$ cat config.mk
export PLATFORM = sky130hd
export DESIGN_NAME = hdma_disp_timing
export DESIGN_NICKNAME = d
export VERILOG_FILES = /design/src/rtl/hdma_disp_timing_pkg.sv /design/src/rtl/hdma_disp_timing.sv
export SDC_FILE = /design/constraint.sdc
export NUM_CORES = 1
export LEC_CHECK = 0
export CORE_AREA = 2 2 79 81
export DETAILED_ROUTE_END_ITERATION = 8
export DIE_AREA = 0 0 81 83
export GPL_ROUTABILITY_DRIVEN = 0
export PLACE_DENSITY = 0.83
export SKIP_CTS_REPAIR_TIMING = 1
export SLEW_MARGIN = 25
export SYNTH_ARGS = -nofsm -noshare
export SYNTH_HDL_FRONTEND = slang
export SYNTH_SLANG_ARGS = --single-unit
$ cat constraint.sdc
create_clock -name rd_clk -period 2.9 [get_ports rd_clk]
set_clock_uncertainty 0.1 [all_clocks]
set_input_delay 0.435 -clock rd_clk [delete_from_list [all_inputs] [get_ports rd_clk]]
set_output_delay 0.435 -clock rd_clk [all_outputs]
set_load 0.01 [all_outputs]
$ cat src/rtl/hdma_disp_timing_pkg.sv
// Shared HDMA display-timing definitions: controller states and 720p defaults.
package hdma_disp_timing_pkg;

  typedef enum logic [1:0] {
    ST_IDLE = 2'd0,
    ST_RUN  = 2'd1,
    ST_STOP = 2'd2
  } disp_state_e;

  // 1280x720 @ 60 Hz horizontal timing, in pixels
  localparam int DEF_H_SYNC  = 40;
  localparam int DEF_H_BACK  = 220;
  localparam int DEF_H_DISP  = 1280;
  localparam int DEF_H_FRONT = 110;

  // 1280x720 @ 60 Hz vertical timing, in lines
  localparam int DEF_V_SYNC  = 5;
  localparam int DEF_V_BACK  = 20;
  localparam int DEF_V_DISP  = 720;
  localparam int DEF_V_FRONT = 5;

endpackage

$ cat src/rtl/hdma_disp_timing.sv
// Display timing generator: raster counters, FIFO read requests and a
// 3-cycle aligned sync/enable/data pipeline. Frames always finish in full.
module hdma_disp_timing
  import hdma_disp_timing_pkg::*;
#(
  parameter int VIDEO_DATA_BIT = 32,
  parameter int H_SYNC  = DEF_H_SYNC,
  parameter int H_BACK  = DEF_H_BACK,
  parameter int H_DISP  = DEF_H_DISP,
  parameter int H_FRONT = DEF_H_FRONT,
  parameter int V_SYNC  = DEF_V_SYNC,
  parameter int V_BACK  = DEF_V_BACK,
  parameter int V_DISP  = DEF_V_DISP,
  parameter int V_FRONT = DEF_V_FRONT
) (
  input  logic                      rd_clk,
  input  logic                      rst_n,
  input  logic                      disp_en,
  input  logic [VIDEO_DATA_BIT-1:0] pic_data,
  output logic                      rdata_req,
  output logic                      rd_load,
  output logic [12:0]               h_disp,
  output logic                      vid_hs,
  output logic                      vid_vs,
  output logic                      vid_de,
  output logic [VIDEO_DATA_BIT-1:0] vid_data
);

  localparam int H_TOTAL = H_SYNC + H_BACK + H_DISP + H_FRONT;
  localparam int V_TOTAL = V_SYNC + V_BACK + V_DISP + V_FRONT;

  localparam logic [12:0] H_LAST  = 13'(H_TOTAL - 1);
  localparam logic [12:0] H_SYNCE = 13'(H_SYNC);
  localparam logic [12:0] H_ACT_S = 13'(H_SYNC + H_BACK);
  localparam logic [12:0] H_ACT_E = 13'(H_SYNC + H_BACK + H_DISP - 1);
  localparam logic [10:0] V_LAST  = 11'(V_TOTAL - 1);
  localparam logic [10:0] V_SYNCE = 11'(V_SYNC);
  localparam logic [10:0] V_ACT_S = 11'(V_SYNC + V_BACK);
  localparam logic [10:0] V_ACT_E = 11'(V_SYNC + V_BACK + V_DISP - 1);

  disp_state_e state_q, state_d;
  logic [12:0] h_cnt_q, h_cnt_d;
  logic [10:0] v_cnt_q, v_cnt_d;

  logic counting, frame_last;
  logic hs_raw, vs_raw, act_raw;

  logic                      rdata_req_q, rd_load_q;
  logic                      de_p0, vid_de_q;
  logic                      hs_p0, hs_p1, vid_hs_q;
  logic                      vs_p0, vs_p1, vid_vs_q;
  logic [VIDEO_DATA_BIT-1:0] vid_data_q;

  assign counting   = (state_q != ST_IDLE);
  assign frame_last = (h_cnt_q == H_LAST) && (v_cnt_q == V_LAST);

  assign hs_raw  = counting && (h_cnt_q < H_SYNCE);
  assign vs_raw  = counting && (v_cnt_q < V_SYNCE);
  assign act_raw = counting &&
                   (h_cnt_q >= H_ACT_S) && (h_cnt_q <= H_ACT_E) &&
                   (v_cnt_q >= V_ACT_S) && (v_cnt_q <= V_ACT_E);

  // Next state and raster counter advance; counters park at 0 while idle
  always_comb begin
    state_d = state_q;
    h_cnt_d = h_cnt_q;
    v_cnt_d = v_cnt_q;
    case (state_q)
      ST_IDLE: if (disp_en) state_d = ST_RUN;
      ST_RUN:  if (!disp_en) state_d = ST_STOP;
      ST_STOP: begin
        if (disp_en)         state_d = ST_RUN;
        else if (frame_last) state_d = ST_IDLE;
      end
      default: state_d = ST_IDLE;
    endcase
    if (!counting) begin
      h_cnt_d = '0;
      v_cnt_d = '0;
    end else if (h_cnt_q == H_LAST) begin
      h_cnt_d = '0;
      v_cnt_d = (v_cnt_q == V_LAST) ? '0 : v_cnt_q + 11'd1;
    end else begin
      h_cnt_d = h_cnt_q + 13'd1;
    end
  end

  // State and counter registers; reset aborts any frame in progress
  always_ff @(posedge rd_clk) begin
    if (!rst_n) begin
      state_q <= ST_IDLE;
      h_cnt_q <= '0;
      v_cnt_q <= '0;
    end else begin
      state_q <= state_d;
      h_cnt_q <= h_cnt_d;
      v_cnt_q <= v_cnt_d;
    end
  end

  // Output pipeline: req one cycle after counters, sync/de three cycles,
  // data captured the cycle FIFO read data returns
  always_ff @(posedge rd_clk) begin
    if (!rst_n) begin
      rdata_req_q <= 1'b0;
      rd_load_q   <= 1'b1;
      de_p0       <= 1'b0;
      vid_de_q    <= 1'b0;
      hs_p0       <= 1'b0;
      hs_p1       <= 1'b0;
      vid_hs_q    <= 1'b0;
      vs_p0       <= 1'b0;
      vs_p1       <= 1'b0;
      vid_vs_q    <= 1'b0;
      vid_data_q  <= '0;
    end else begin
      // stage p0: counters -> request / load
      rdata_req_q <= act_raw;
      rd_load_q   <= counting ? vs_raw : 1'b1;
      hs_p0       <= hs_raw;
      vs_p0       <= vs_raw;
      // stage p1: request -> enable pipe
      de_p0       <= rdata_req_q;
      hs_p1       <= hs_p0;
      vs_p1       <= vs_p0;
      // stage p2: aligned outputs
      vid_de_q    <= de_p0;
      vid_hs_q    <= hs_p1;
      vid_vs_q    <= vs_p1;
      vid_data_q  <= de_p0 ? pic_data : '0;
    end
  end

  assign rdata_req = rdata_req_q;
  assign rd_load   = rd_load_q;
  assign h_disp    = 13'(H_DISP);
  assign vid_hs    = vid_hs_q;
  assign vid_vs    = vid_vs_q;
  assign vid_de    = vid_de_q;
  assign vid_data  = vid_data_q;

endmodule

[Word-level counts from Yosys, hierarchy flattened]
Index checks and enable logic that the tools add are counted.
W data, S select, Z words.
Cells by class
  $add $sub $neg: 2
  reduce and logical (&&, ||, !) cells: 13
  equal/unequal tests: 7
  multiplexer cells: 6
  bitwise operators: 2
  magnitude comparators: 6
Operators by type and width (count)
  $add A13 B1 Y13 const B: 1
  $eq A13 B11 Y1 const B: 1
  $ge A13 B9 Y1 const B: 1
  $le A13 B11 Y1 const B: 1
  $lt A13 B6 Y1 const B: 1
  $add A11 B1 Y11 const B: 1
  $eq A11 B10 Y1 const B: 1
  $ge A11 B5 Y1 const B: 1
  $le A11 B10 Y1 const B: 1
  $lt A11 B3 Y1 const B: 1
  $mux W11: 1
  $mux W2: 4
  $logic_and A1 B1 Y1: 7
  $pmux W2 S3: 1
  $ne A2 B2 Y1 const B: 2
  $reduce_and A2 Y1: 2
  $ne A3 B3 Y1 const B: 1
  $reduce_and A3 Y1: 1
  $reduce_or A3 Y1: 1
  $eq A2 B1 Y1 const B: 1
  $eq A2 B2 Y1 const B: 1
  $logic_not A2 Y1: 1
  $not A1 Y1: 2
  $reduce_bool A2 Y1: 1
Storage, ports and cells
  output and inout bits: 50
  logic and storage cells: 50
  input bits: 35
  register bits: 68

[Logic depth before layout (Yosys ltp)]
Gate-level depths: netlist of run 1.
  word-level depth: 5
  gate-level depth with buffers: 8
  depth with buffers taken out: 6

[Worst setup path after synthesis of run 1]
OpenSTA, ideal clock, no wires.
  kind: flip-flop to flip-flop
  from: register h_cnt_q[0]
  to: register v_cnt_q[9]
  clock period less this slack: 2.313 ns
  data required time: 2.730 ns
  cell stages (with the launch flop): 7
  data arrival time: 2.144 ns
  setup time: 0.070 ns
  setup slack: 0.587 ns
  buffers on the path: 1
  cells stage by stage: dfxtp_1 > ha_1 > or3b_1 > or4_4 > buf_6 > or4_1 > a21oi_1
Between the ends
  cells in the longest elaborated chain, start to end: 1
Ends and longest elaborated chain
  start, declared: RTL line hdma_disp_timing.sv:42  | logic [12:0] h_cnt_q, h_cnt_d;
  start signal, assigned: RTL line hdma_disp_timing.sv:96  | h_cnt_q <= h_cnt_d;
  $eq A13 B11 Y1: RTL line hdma_disp_timing.sv:80  | end else if (h_cnt_q == H_LAST) begin
  end signal, assigned: RTL line hdma_disp_timing.sv:97  | v_cnt_q <= v_cnt_d;
  end, declared: RTL line hdma_disp_timing.sv:43  | logic [10:0] v_cnt_q, v_cnt_d;
Every way passes these cells.
A chain may end at the register's enable or synchronous reset.

[Worst setup path in the final report of run 1]
  from: register h_cnt_q[0]
  to: register v_cnt_q[10]
Same word-level chain as after synthesis.

==> run metrics, run 1 <==
Distinct cells, synth=36; Die W=81 um; reg-to-reg critical path startpoint=h_cnt_q[0]; hold endpoint=vid_hs; CTS tree=yes; Hold Slack=0.3368 ns; DP Worst Slack=0.4285 ns; Hold WC Path Type=reg -> reg; core area=5816 um^2; die height=83 um; Final TNS setup=0 ns; worst slew pin tran=0.8218 ns; Overflow after GRT=0; worst hold start=hs_p1; largest net degree at the start of global routing=41; DR vias=2189; unrepaired setup endpoints after global routing=false; Post-DRT Antenna Nets=0; Num CTS Buffers=9; static leakage=between 1 and 1.5 nW; Max Slew Vio Count=0; Yosys reg bits=68; depth of the CTS H-tree=3; Max Fclk=404.0 MHz; All-Layer GR Usage=0.1771; first-pass GRT wire length=9411 um; hold depth=1; Pwr Total=0.001789 W; CP Data Required Time=3.06 ns; ANT cells=0; FF-to-FF End=v_cnt_q[10]; maxcap violations=0; CP Class=reg -> reg; net switching fraction of the power=0.2150; P&R area growth vs syn=34.76%; clk slew on worst S/H paths=0.07 ns; starting density of the core=0.4469; wire length per cell=13.72 um; peak fanout along the critical path=23; Mapped Cells=between 200 and 300; power share of the clock group=0.430; Arrival @ worst endpoint=2.64 ns; drt drc=0; hpwl dp=4046 um; Top FF cell, synth=dfxtp_1; Max transition margin=0.4514; net switching power=0.0003846 W; PwrDens=510.9 nW/um^2; Setup crit start kind=register; Post-synth ARST share=0; P_int=0.001405 W; Via density=5.224; Rows=28; setup slack after layout=0.4245 ns; Worst-Skew Late Latency=0.34 ns; synth warn=0; Final nets=379; final worst-path cycle share=0.8536; sequential share of the synthesized area=0.5238; Logic pwr share=0.044; # setup viols final=0; Syn Std Cell Area=2599 um^2; Worst R2R Path Depth=5; fraction of layout cells with a size suffix above 1=0.05523; CP max-delay cell=or4_4; routed wire length=approximately 5700 um; outcome=finished clean; max incr delay on CP=about 0.66 ns; commonest cells after routing, fill and taps aside=clkdlybuf4s50_1, dfxtp_1, and3_1; sequential cell fraction of total power=0.527; syn avg cell area=9.589 um^2; Finished Core Util=0.6022; Critical Path Sink Type=register; DRT iter0 DRCs=126; VDD IR-drop max=just over 300 uV; crit path from=h_cnt_q[0]; Max Root-Sink Buffers=2; number of global-route vias before repair=2029; Die Area=approximately 6700 um^2; EDFF count, synth=0; antenna violations before repair=0; root buffer cell=clkbuf_8; Worst R2R Setup Slack=approximately 0.42 ns; hold violation total from the final report=0; commonest non-fill, non-tap cell in the layout=clkdlybuf4s50_1; clock sink count=68; drt pass-1 iters=4; IO Pins=85; count of buffers from port buffering=71; Final Critical Period=about 2.5 ns; crit-path cells=ha_1, or3b_1, or4_4, or4_1, a21oi_1
==> worst max-delay path by stage <==
stage | to | slack, ns | cells after the start
after floorplan | v_cnt_q[9] | 0.59 | 6
after global placement | v_cnt_q[10] | 0.56 | 5
after detailed placement | v_cnt_q[10] | 0.43 | 5
after CTS | v_cnt_q[10] | 0.42 | 5
after global routing | v_cnt_q[9] | 0.32 | 5
final | v_cnt_q[10] | 0.42 | 5
==> routing by layer <==
layer	track usage	wire [um]	up-vias	part of all wire
li1	-	-	1072	-
met1	0.2266	2603	1018	0.45
met2	0.2780	2567	90	0.45
met3	0.05543	494	9	0.086
met4	0.06471	83	0	0.014
met5	0	0	-	0
==> state kept, by name, summed over array words and instances (netlist names) <==
register,count
vid_data,32
vs_p1,1
rd_load,1
de_p0,1
h_cnt_q,13
vs_p0,1
vid_vs,1
hs_p0,1
v_cnt_q,11
vid_de,1
state_q,2
vid_hs,1
rdata_req,1
hs_p1,1
==> logic make-up (layout without fill, tap and decap cells) <==
| family | after synthesis | after routing | share of synthesized area |
|---|---|---|---|
| simple gates | 117 | 117 | 0.2638 |
| flops | 68 | 68 | 0.5238 |
| buf+inv | 34 | 96 | 0.07125 |
| compound gates | 33 | 33 | 0.07319 |
| xor+xnor | 11 | 11 | 0.03707 |
| fa+ha+maj | 5 | 5 | 0.02407 |
| other cells | 2 | 13 | 0.002890 |
| mux | 1 | 1 | 0.003852 |
==> worst max-delay path: cells and delay by family, from the launching register on <==
kind	cells	cell delay, ns
simple gates	3	1.55
flops	1	0.42
compound gates	1	0.17
fa+ha+maj	1	0.16
==> metrics by stage <==
stage	std cells	cell area (um^2)
floorplan	282	2640
global placement	403	3301
detailed placement	403	3301
CTS	419	3502
global route	419	3502
finish	419	3502
==> final cells by class <==
class / instances / area, um^2
Clock buffer: 10 / 137.6
Clock inverter: 6 / 63.81
Sequential cell: 68 / 1361
Tap cell: 75 / 93.84
Fill cell: 489 / 2313
Timing Repair Buffer: 73 / 725.7
Multi-Input combinational cell: 180 / 1094
Inverter: 7 / 26.28
==> power by group through the flow <==
stage               Clock [W]  Sequential (W)  Combinational (W)
finish               0.000769        0.000942          0.0000779
global route         0.000826        0.000942          0.0000849
CTS                  0.000781        0.000942          0.0000781
detailed placement          0        0.000964          0.0000773
global placement            0        0.000963          0.0000758
floorplan                   0        0.000963          0.0000374
==> synth_stat cells, types with 2 or more instances <==
master    instances  area (um^2)
dfxtp_1          68         1361
and3_1           35        219.0
nor2_1           18        67.56
a21oi_1          14        70.07
buf_4            13        97.59
clkbuf_1         12        45.04
nand3_1          11        55.05
o21ai_0           9        45.04
and2_1            7        43.79
inv_1             7        26.28
nand2_1           7        26.28
nand4_1           7        43.79
or4_1             7        52.55
nor4_1            6        37.54
o31ai_1           6        45.04
xor2_1            6        52.55
ha_1              5        62.56
xnor2_1           5        43.79
and4_1            3        26.28
nand2b_1          3        18.77
or3_1             3        18.77
conb_1            2        7.510
nand3b_1          2        15.01
nor2b_1           2        12.51
nor3_1            2        10.01
Note: power is estimated with default switching activity, not from simulation.
==> run 2: changes to the inputs <==
Settings changed: CORE_AREA 2 2 79 81 to 10 10 87 89, DIE_AREA 0 0 81 83 to 0 0 97 99.
==> run 2 against run 1 <==
Effect of this change: routed wire length rose by 12%; design area rose by 1.0%; final cell count did not move; utilization rose by 0.24 points; first-iteration DRC count rose by 37%; register-to-register slack improved by 0.04 ns; total power rose by 7.3%.
==> run metrics, run 2 (same netlist as run 1, synthesis figures left out) <==
Worst R2R Setup Slack=0.47 ns (+0.04 ns); count of buffers from port buffering=71 (unchanged); Max Fclk=410.8 MHz (+1.7%); maxcap violations=0 (unchanged); peak fanout along the critical path=23 (unchanged); fraction of layout cells with a size suffix above 1=0.05233 (-0.002907); CP Class=reg -> reg; DRT iter0 DRCs=172 (+37%); IO Pins=85 (unchanged); WP buf/inv=0 (unchanged); All-Layer GR Usage=0.1380 (-0.03906); Die Area=9603 um^2 (+43%); P&R area growth vs syn=36.11%; Die W=97 um (+20%); depth of the CTS H-tree=3 (unchanged); die height=99 um (+19%); Filler Cells Inserted=474 (-3.1%); drt pass-1 iters=4 (unchanged); core area=5851 um^2 (+0.60%); max incr delay on CP=0.66 ns (about the same); Worst-Skew Late Latency=0.34 ns (about the same); Max Root-Sink Buffers=2 (unchanged); hold depth=1 (unchanged); VDD IR-drop max=289.0 uV (-5.0%); post-route cell area=3537 um^2 (+1.0%); CP max-delay cell=or4_4; CP Data Required Time=3.08 ns (+0.02 ns); static leakage=1.388 nW (+1.3%); Top delay family on crit path=simple AND/OR/NAND/NOR gates; Final TNS setup=0 ns (unchanged); drt drc=0 (unchanged); wire length per cell=15.39 um (+12%); worst hold start=hs_p1; ANT cells=0 (unchanged); Max transition margin=0.4548 (+0.003371); Post-DRT Antenna Nets=0 (unchanged); DR vias=2128 (-2.8%); antenna violations before repair=0 (unchanged); max reg flops=32 (unchanged); # setup viols final=0 (unchanged); Overflow after GRT=0 (unchanged); root buffer cell=clkbuf_8; starting density of the core=0.4442 (-0.002676); Critical Path Sink Type=register; first-pass GRT wire length=10840 um (+15%); Via density=5.079 (-2.8%); unrepaired setup endpoints after global routing=false; Final Critical Period=2.434 ns (-0.04154 ns); clock sink count=68 (unchanged); Hold WC Path Type=reg -> reg; Setup crit start kind=register; PwrDens=542.8 nW/um^2 (+6.2%); Arrival @ worst endpoint=2.61 ns (-0.03 ns); commonest non-fill, non-tap cell in the layout=clkdlybuf4s50_1; crit-path cells=ha_1, or3b_1, or4_4, or4_1, a21oi_1; Post-DP Area=3301 um^2 (unchanged); Rows=28 (unchanged); CTS tree=yes; Final nets=379 (unchanged); largest net degree at the start of global routing=34 (-17%); hold endpoint=vid_hs; routed wire length=6450 um (+12%); Num CTS Buffers=9 (unchanged); outcome=finished clean; hpwl dp=4638 um (+15%); clk slew on worst S/H paths=0.07 ns (about the same); Worst R2R Path Depth=5 (unchanged); FF-to-FF End=v_cnt_q[8]; Max Slew Vio Count=0 (unchanged); number of global-route vias before repair=2131 (+5.0%); worst slew pin tran=0.8167 ns (-0.005049 ns); final worst-path cycle share=0.8393 (-0.01432); hold violation total from the final report=0 (unchanged); commonest cells after routing, fill and taps aside=clkdlybuf4s50_1, dfxtp_1, and3_1; reg-to-reg critical path startpoint=h_cnt_q[0]
run 2: changes by cell type in the layout (fill, tap and decap cells not counted):
cell,before,now
clkbuf_1,0,1
clkinvlp_4,2,1
bufinv_16,1,2
clkinv_4,1,0
clkbuf_8,10,12
clkinv_2,2,0
run 2: report_power, final:
group          switching, W  internal (W)  total (W)  leakage, nW
registers        0.00000356      0.000939   0.000942        0.549
clock network      0.000345      0.000555   0.000900        0.116
logic             0.0000302     0.0000475  0.0000777        0.723
run 2: area by class of cell:
cell class / instances / area [um^2] / share of cell area
timing repair buffer: 73 / 725.7 / 0.2052
clock inverter: 3 / 67.56 / 0.01910
sequential: 68 / 1361 / 0.3849
clock buffer: 13 / 168.9 / 0.04775
inverter: 7 / 26.28 / 0.007428
multi-input combinational: 180 / 1094 / 0.3092
tap: 75 / 93.84 / 0.02653
run 2: worst register-to-register path: stages, from the launching register on:
cell	delay (ns)
dfxtp_1	0.41
ha_1	0.17
or3b_1	0.34
or4_4	0.66
or4_1	0.54
a21oi_1	0.16
run 2: metal layers:
| metal | routed length (um) | GRT usage |
|---|---|---|
| met1 | 3131 | 0.1674 |
| met2 | 2698 | 0.2099 |
| met3 | 526 | 0.06494 |
| met4 | 93 | 0.04767 |
| met5 | 0 | 0 |
run 2: how the worst max path moves through the flow:
stage / cells past startpoint / to / startpoint / slack (ns)
after global routing: 5 / v_cnt_q[10] / h_cnt_q[0] / 0.31
final: 5 / v_cnt_q[8] / h_cnt_q[0] / 0.47
after CTS: 5 / v_cnt_q[8] / h_cnt_q[0] / 0.45
after floorplan: 6 / v_cnt_q[9] / h_cnt_q[0] / 0.59
after detailed placement: 5 / v_cnt_q[8] / h_cnt_q[0] / 0.46
after global placement: 5 / v_cnt_q[10] / h_cnt_q[0] / 0.56
run 2: stage by stage:
stage	worst slack (ns)	hold WS, ns	instances	power, W	util
global placement	0.5587	0.3135	403	0.001038	0.5642
floorplan	0.5866	0.3119	282	0.001001	-
finish	0.4660	0.3347	419	0.001920	0.6046
global route	0.3134	0.3589	419	0.001988	0.6046
detailed placement	0.4621	0.3222	403	0.001040	0.5642
CTS	0.4499	0.3389	419	0.001939	0.6046
==> run 3: changes to the inputs <==
Clock period 2.9 ns to 2.3 ns, I/O delays scaled along.
==> run 3 against run 2 <==
Effect of this change: the flow now finishes with violations (setup timing); design area grew 5.0%; non-clock buffer count grew 10; first-iteration DRC count shrank 2.3%; total power grew 36%; clock-buffer cell count shrank 4; fmax grew 4.2%; worst setup slack lost 0.50 ns; global-route usage grew 0.54 points; hold slack gained 0.0073 ns; critical path depth shrank 1; final cell count grew 2.9%.
==> run metrics, run 3 (same netlist as run 1, synthesis figures left out) <==
Worst R2R Path Depth=4 (-1); Overflow after GRT=0 (unchanged); Worst-Skew Late Latency=0.35 ns (about the same); placed cells=412 (+2.2%); DR vias=2318 (+8.9%); FF-to-FF End=v_cnt_q[7]; fraction of layout cells with a size suffix above 1=0.1208 (+0.06846); peak fanout along the critical path=6 (-74%); CP Data Required Time=2.48 ns (-0.60 ns); clk slew on worst S/H paths=0.08 ns (about the same); outcome=complete, but fails checks; post-route cell area=3712 um^2 (+5.0%); DRT iter0 DRCs=168 (-2.3%); met3 WL=656 um (+25%); Post-DP Area=3369 um^2 (+2.1%); static leakage=1.467 nW (+5.7%); failing checks=setup timing; hold depth=1 (unchanged); Worst R2R Setup Slack=-0.04 ns (-0.50 ns); depth of the CTS H-tree=3 (unchanged); final worst-path cycle share=1.016 (+0.1766); Hold WC Path Type=reg -> reg; worst slew pin tran=0.8438 ns (+0.02704 ns); Final nets=391 (+3.2%); maxcap violations=0 (unchanged); unrepaired setup endpoints after global routing=true; Final Critical Period=2.337 ns (-0.09737 ns); die height=99 um (unchanged); Die Area=9603 um^2 (unchanged); routed wire length=7443 um (+15%); VDD IR-drop max=668.4 uV (+130%); max reg flops=32 (unchanged); commonest non-fill, non-tap cell in the layout=clkdlybuf4s50_1; antenna violations before repair=0 (unchanged); hold endpoint=vid_vs; crit path from=h_cnt_q[8]; number of global-route vias before repair=2198 (+3.1%); WL met2=3360 um (+25%); Die W=97 um (unchanged); first-pass GRT wire length=11250 um (+3.8%); IO Pins=85 (unchanged); Num CTS Buffers=9 (unchanged); Via density=5.378 (+5.9%); # setup viols final=6 (+6); top sig layer=met4; CTS tree=yes; Max Slew Vio Count=0 (unchanged); Max transition margin=0.4367 (-0.01805); drt pass-1 iters=6 (+2); count of buffers from port buffering=71 (unchanged); fin cells=431 (+2.9%); CP Class=reg -> reg; Max Fclk=428.0 MHz (+4.2%); ANT cells=0 (unchanged); All-Layer GR Usage=0.1434 (+0.005350); Arrival @ worst endpoint=2.52 ns (-0.09 ns); M1 WL=3345 um (+6.8%); PwrDens=704.4 nW/um^2 (+30%); hold violation total from the final report=0 (unchanged); root buffer cell=clkbuf_8; largest net degree at the start of global routing=41 (+21%); starting density of the core=0.4442 (unchanged); P&R area growth vs syn=42.85%; setup slack after layout=-0.03664 ns (-0.5026 ns); clock sink count=68 (unchanged); Setup crit start kind=register; worst hold start=vs_p1; Max Root-Sink Buffers=2 (unchanged); hpwl dp=4786 um (+3.2%); reg-to-reg critical path startpoint=h_cnt_q[8]; Critical Path Sink Type=register; Rows=28 (unchanged); Post-DRT Antenna Nets=0 (unchanged); drt drc=0 (unchanged); wire length per cell=17.27 um (+12%); core area=5851 um^2 (unchanged); commonest cells after routing, fill and taps aside=clkdlybuf4s50_1, dfxtp_1, and3_1
[run 3: cell count changes in the layout (fill, tap and decap cells not counted), sizes merged]
cell / change
bufinv: +2
clkdlybuf4s15: +1
buf: +9
clkinvlp: -1
or4: +2
inv: +2
clkinv: +1
clkbuf: -4
[run 3: worst max-delay path by stage]
stage                      end  slack, ns  cells past startpoint
finish              v_cnt_q[7]      -0.04                      4
global route        v_cnt_q[7]      -0.07                      4
CTS                 v_cnt_q[7]      -0.03                      6
detailed placement  v_cnt_q[8]      -0.02                      6
global placement    v_cnt_q[8]       0.04                      6
floorplan           v_cnt_q[9]       0.02                      7
[run 3: routing by layer]
layer	GRT usage	vias to the layer above
met3	0.05517	9
met4	0.04427	0
met5	0	-
met2	0.2227	148
met1	0.1792	1059
li1	-	1102
[run 3: worst max-delay path, cell delays in order (launching register included)]
cell     delay [ns]
dfxtp_2        0.36
or4_4          0.55
or4_4          0.58
or4_4          0.54
a21oi_2        0.14
[run 3: layout make-up]
| type | instances | area (um^2) |
|---|---|---|
| timing repair buffer | 83 | 804.5 |
| multi-input combinational | 182 | 1154 |
| sequential | 68 | 1364 |
| clock buffer | 9 | 123.9 |
| inverter | 7 | 26.28 |
| clock inverter | 7 | 146.4 |
| fill | 416 | 2138 |
| tap | 75 | 93.84 |
[run 3: stage by stage]
stage | worst slack [ns] | util | hold WS [ns] | total power, W | TNS, ns
after global placement | 0.04362 | 0.5759 | 0.3162 | 0.001312 | 0
after floorplan | 0.02498 | - | 0.3119 | 0.001262 | 0
after global routing | -0.07200 | 0.6345 | 0.3685 | 0.002698 | -0.3871
after detailed placement | -0.02028 | 0.5759 | 0.3261 | 0.001314 | -0.04649
final | -0.03664 | 0.6345 | 0.3421 | 0.002615 | -0.1305
after CTS | -0.02693 | 0.6221 | 0.3480 | 0.002638 | -0.09476
[run 3: report_power, final]
part | internal [W] | switching [W]
combinational | 0.0000633 | 0.0000441
sequential | 0.00118 | 0.00000323
clock | 0.000839 | 0.000482
